## src/rtl/sdram_arbiter.sv

```systemverilog
// Two-master round-robin Wishbone arbiter in front of a single SDRAM controller port.
// The granted master's bus is routed straight through; a stalled access is aborted after TIMEOUT cycles.
module sdram_arbiter #(
  parameter int unsigned TIMEOUT = 255
) (
  input  logic        wb_clk,
  input  logic        wb_rst,

  input  logic [31:0] m0_adr_i,
  input  logic [15:0] m0_dat_i,
  input  logic [1:0]  m0_sel_i,
  input  logic        m0_we_i,
  input  logic        m0_cyc_i,
  input  logic        m0_stb_i,
  output logic [15:0] m0_dat_o,
  output logic        m0_ack_o,
  output logic        m0_err_o,

  input  logic [31:0] m1_adr_i,
  input  logic [15:0] m1_dat_i,
  input  logic [1:0]  m1_sel_i,
  input  logic        m1_we_i,
  input  logic        m1_cyc_i,
  input  logic        m1_stb_i,
  output logic [15:0] m1_dat_o,
  output logic        m1_ack_o,
  output logic        m1_err_o,

  output logic [31:0] s_adr_o,
  output logic [15:0] s_dat_o,
  output logic [1:0]  s_sel_o,
  output logic        s_we_o,
  output logic        s_cyc_o,
  output logic        s_stb_o,
  input  logic [15:0] s_dat_i,
  input  logic        s_ack_i
);

  localparam int unsigned CNT_W = 8;

  typedef enum logic [1:0] {
    IDLE  = 2'd0,
    BUSY0 = 2'd1,
    BUSY1 = 2'd2
  } state_t;

  state_t             state, state_nxt;
  logic               last, last_nxt;
  logic [CNT_W-1:0]   cnt, cnt_nxt;

  logic req0, req1;
  logic busy, sel1;
  logic g_cyc, g_stb;
  logic cnt_hit, timeout_hit;

  // Request decode and currently-granted master's handshake
  always_comb begin
    req0        = m0_cyc_i & m0_stb_i;
    req1        = m1_cyc_i & m1_stb_i;
    busy        = (state == BUSY0) || (state == BUSY1);
    sel1        = (state == BUSY1);
    g_cyc       = sel1 ? m1_cyc_i : m0_cyc_i;
    g_stb       = sel1 ? m1_stb_i : m0_stb_i;
    cnt_hit     = (cnt == CNT_W'(TIMEOUT));
    timeout_hit = busy & g_cyc & cnt_hit & ~s_ack_i;
  end

  // State, round-robin pointer and wait counter
  always_ff @(posedge wb_clk or posedge wb_rst) begin
    if (wb_rst) begin
      state <= IDLE;
      last  <= 1'b1;
      cnt   <= '0;
    end else begin
      state <= state_nxt;
      last  <= last_nxt;
      cnt   <= cnt_nxt;
    end
  end

  // Next-state: grant in IDLE, leave BUSY on ack, abandon or timeout
  always_comb begin
    state_nxt = state;
    last_nxt  = last;
    cnt_nxt   = cnt;
    case (state)
      IDLE: begin
        if (req0 && (!req1 || last)) begin
          state_nxt = BUSY0;
          last_nxt  = 1'b0;
          cnt_nxt   = '0;
        end else if (req1) begin
          state_nxt = BUSY1;
          last_nxt  = 1'b1;
          cnt_nxt   = '0;
        end
      end
      BUSY0, BUSY1: begin
        if (!g_cyc || s_ack_i || cnt_hit) begin
          state_nxt = IDLE;
        end else if (cnt != '1) begin
          cnt_nxt = cnt + CNT_W'(1);
        end
      end
      default: state_nxt = IDLE;
    endcase
  end

  // Outputs: route the granted master, qualify ack/err by ownership
  always_comb begin
    s_adr_o  = '0;
    s_dat_o  = '0;
    s_sel_o  = '0;
    s_we_o   = 1'b0;
    s_cyc_o  = 1'b0;
    s_stb_o  = 1'b0;
    m0_ack_o = 1'b0;
    m1_ack_o = 1'b0;
    m0_err_o = 1'b0;
    m1_err_o = 1'b0;
    m0_dat_o = s_dat_i;
    m1_dat_o = s_dat_i;
    if (busy) begin
      s_adr_o  = sel1 ? m1_adr_i : m0_adr_i;
      s_dat_o  = sel1 ? m1_dat_i : m0_dat_i;
      s_sel_o  = sel1 ? m1_sel_i : m0_sel_i;
      s_we_o   = sel1 ? m1_we_i  : m0_we_i;
      s_cyc_o  = g_cyc & g_stb & ~timeout_hit;
      s_stb_o  = g_cyc & g_stb & ~timeout_hit;
      m0_ack_o = ~sel1 & g_cyc & s_ack_i;
      m1_ack_o =  sel1 & g_cyc & s_ack_i;
      m0_err_o = ~sel1 & timeout_hit;
      m1_err_o =  sel1 & timeout_hit;
    end
  end

endmodule

```

## config.mk

```make
export PLATFORM = sky130hd
export DESIGN_NAME = sdram_arbiter
export DESIGN_NICKNAME = d
export VERILOG_FILES = /design/src/rtl/sdram_arbiter.sv
export SDC_FILE = /design/constraint.sdc
export NUM_CORES = 1
export LEC_CHECK = 0
export BUFFER_PORTS_ARGS = -buffer_cell sky130_fd_sc_hd__buf_2
export CORE_AREA = 2 2 82 84
export CTS_CLUSTER_DIAMETER = 200
export DETAILED_ROUTE_END_ITERATION = 8
export DIE_AREA = 0 0 84 86
export GPL_TIMING_DRIVEN = 0
export PLACE_DENSITY_LB_ADDON = 0.3
export RECOVER_POWER = 25
export SYNTH_ARGS = -nofsm -noshare
export SYNTH_HDL_FRONTEND = slang
export SYNTH_SLANG_ARGS = --single-unit
```

## constraint.sdc

```tcl
create_clock -name wb_clk -period 7.6 [get_ports wb_clk]
set_input_delay 2.28 -clock wb_clk [delete_from_list [all_inputs] [get_ports wb_clk]]
set_output_delay 2.28 -clock wb_clk [all_outputs]
set_load 0.02 [all_outputs]
```

==> summary.md <==
| Metric | Value |
|---|---|
| Status | `completed` |
| PwrDens | `296.7 nW/µm²` |
| Setup TNS | `0 ps` |
| CTS Buf Count | `3` |
| PortBufs | `197` |
| Most frequent cells in the layout | `buf_2 (198), nor2_1 (55), mux2i_1 (52)` |
| Post-route DRC | `0` |
| Slew Viols, Final | `0` |
| Mapped Avg Cell Area | `7.591 µm²` |
| Worst-path fanout max | `5` |
| Die area | `7224 µm²` |
| Initial antenna violation count | `0` |
| Layout Skew | `4.353 ps` |
| Most common cell after layout, fill and taps aside | `buf_2` |
| GR Overflow Total | `0` |
| Terminus of the critical flop-to-flop path | `cnt[4]$_DFFE_PP0P_` |
| GR Util All Layers | `19.75%` |
| Die width | `84 µm` |
| Seq/Total Area, Yosys | `15.24%` |
| Hold Vio Cnt, Final | `0` |
| Worst R2R Setup Slack | `4940 ps` |
| WP data required | `5320 ps` |
| First DRT Iteration DRCs | `121` |
| Total Nets Final | `570` |
| Largest net degree at the start of global routing | `12` |
| CTS tree | `built` |
| Arr. time, crit path | `3770 ps` |
| Hold Buf Count CTS | `0` |
| Period utilization | `79.58%` |
| Final Wtd Congestion | `0.8752` |
| Clock share of power | `7.0%` |
| Maxcap violations | `0` |
| Share of power burned in registers | `9.6%` |
| Initial DRT Pass Iterations | `4` |
| Min-delay worst type | `flop to flop` |
| I/O pin cnt | `214` |
| Worst Hold End | `last$_DFFE_PP1P_` |
| Vias in the first global route | `2264` |
| Root Driver | `clkbuf_8` |
| Critical path class | `primary input to primary output` |
| IR drop worst, VDD | `0.1665 mV` |
| EDFF count, synth | `0` |
| Post-CTS Setup Bufs | `0` |
| Setup violations, final | `0` |
| Yosys warnings | `0` |
| Startpoint types | `primary input` |
| Area Growth Syn to Fin | `59.79%` |
| Clk buf depth | `2` |
| Fillers | `661` |
| Max Fclk | `0.1653 GHz` |
| Worst path slowest cell | `nor4_1` |
| Htree depth | `1` |
| Drt wl/cell | `14.91 µm` |
| Synth Register Bits | `11` |
| HP Start | `last$_DFFE_PP1P_` |
| Share of cells above drive strength 1 | `54.32%` |
| Reg2reg path depth | `6` |
| Normalized max-slew margin | `49.69%` |
| Cell chain of the critical path | `clkbuf_1, mux2i_1, nor4_1, nand4_1, and3_1, buf_4, buf_2` |
| Worst Max-Slew Pin Slew | `750.1 ps` |
| Post-Layout Cell Count | `517` |
| Vias | `2417` |
| Resized Gates After CTS | `0` |
| Crit path from | `m0_cyc_i` |
| Yosys cell types | `37` |
| Post-synth ARST share | `100.0%` |
| Tmin final | `6048 ps` |
| Cell area after synthesis | `1814 µm²` |
| HPWL Detailed | `6751 µm` |
| Unrepaired setup endpoints after global routing | `false` |
| Leak | `1.634 nW` |
| Diodes inserted | `0` |
| Top FF cell, synth | `dfrtp_1` |
| Drt total wl | `7707 µm` |
| Initial Utilization | `28.90%` |
| First-pass GRT wire length | `11190 µm` |
| Comb pwr share | `83.4%` |
| Critical Path Max Stage Delay | `460 ps` |
| Switching pwr | `0.0005028 W` |
| Row count | `29` |
| Core ar. | `6277 µm²` |
| Number of placed instances, taps included | `513` |
| Syn Nets | `368` |
| CTS Sinks | `11` |
| Die Y | `86 µm` |
| Mapped Cells | `239` |
| Via density per instance | `4.675` |
| Worst Setup End Kind | `primary output` |
| Reg clk slew, reported paths | `50 ps` |
| Post-route ant nets | `0` |
| Reg2reg start | `cnt[0]$_DFFE_PP0P_` |
| Worst-skew pair later-pin latency | `240 ps` |
| Hold path depth | `2` |
| Switching share of power | `58.46%` |
| Cell Int Power | `0.0003573 W` |
sequential cells by signal, indices dropped and copies added, names as in the netlist:
register and flops:
state 2, cnt 8, last 1
kinds of logic (layout without fill, tap and decap cells):
kind of cell    count (synthesis)  after routing  synth area share [%]
buf+inv                        54            255                 18.90
simple gates                   89             89                 21.38
fa+ha+maj                       4              4                 2.759
flops                          11             11                 15.24
compound gates                 29             29                 13.04
mux                            52             52                 28.69
metrics by stage:
step | power [W] | utilization (%) | worst slack (ps) | instance area [µm²] | hold WS (ps)
after global routing | 0.0009218 | 46.18 | 1393 | 2899 | 515.9
after detailed placement | 0.0008036 | 46.14 | 1582 | 2897 | 497.6
after global placement | 0.0007989 | 46.14 | 1567 | 2897 | 489.5
after floorplan | 0.0005658 | - | 1907 | 1814 | 470.6
final | 0.0008600 | 46.18 | 1552 | 2899 | 504.7
after CTS | 0.0008675 | 46.86 | 1583 | 2942 | 508.8
how the worst max path moves through the flow:
stage,to,cells after the start
CTS,s_stb_o,7
global route,s_stb_o,7
detailed placement,s_stb_o,7
finish,s_stb_o,7
floorplan,s_stb_o,5
global placement,s_stb_o,7
synthesized netlist by cell type, types with 3 or more instances:
cell type / count / area share, %
a21oi_1: 3 / 0.83
a31o_2: 3 / 1.4
and3_1: 3 / 1.0
and4_1: 4 / 1.9
buf_2: 7 / 1.9
buf_4: 33 / 14
clkbuf_1: 7 / 1.4
dfrtp_1: 10 / 14
ha_1: 4 / 2.8
inv_1: 5 / 1.0
mux2i_1: 52 / 29
nand2_1: 15 / 3.1
nand3_1: 4 / 1.1
nand4_1: 5 / 1.7
nor2_1: 55 / 11
o21ai_0: 5 / 1.4
layout make-up:
class	instances	area [µm²]	share of cell area, %
multi-input cells	174	1167	40.27
repair buffers	197	978.4	33.75
plain buffers	48	312.8	10.79
flip-flops and latches	11	276.5	9.538
well taps	77	96.34	3.323
clock buffers	4	45.04	1.554
inverters	6	22.52	0.7769
routing by layer:
layer / track usage (%) / routed length, µm / vias to the layer above
li1: - / - / 1204
met1: 27.43 / 3268 / 1062
met2: 31.42 / 3489 / 145
met3: 4.427 / 881 / 6
met4: 4.399 / 68 / 0
met5: 0 / 0 / -
critical path: cells and delay by family:
kind          cells  cell delay [ps]
buf+inv           3              430
mux               1              150
simple gates      3              900
power groups by stage:
stage | clock, W | sequential (W) | combinational [W]
finish | 0.0000606 | 0.0000823 | 0.000717
global route | 0.0000640 | 0.0000845 | 0.000773
CTS | 0.0000620 | 0.0000821 | 0.000723
detailed placement | 0 | 0.0000831 | 0.000720
global placement | 0 | 0.0000826 | 0.000716
floorplan | 0 | 0.0000800 | 0.000486
(Power assumes the default switching activity.)
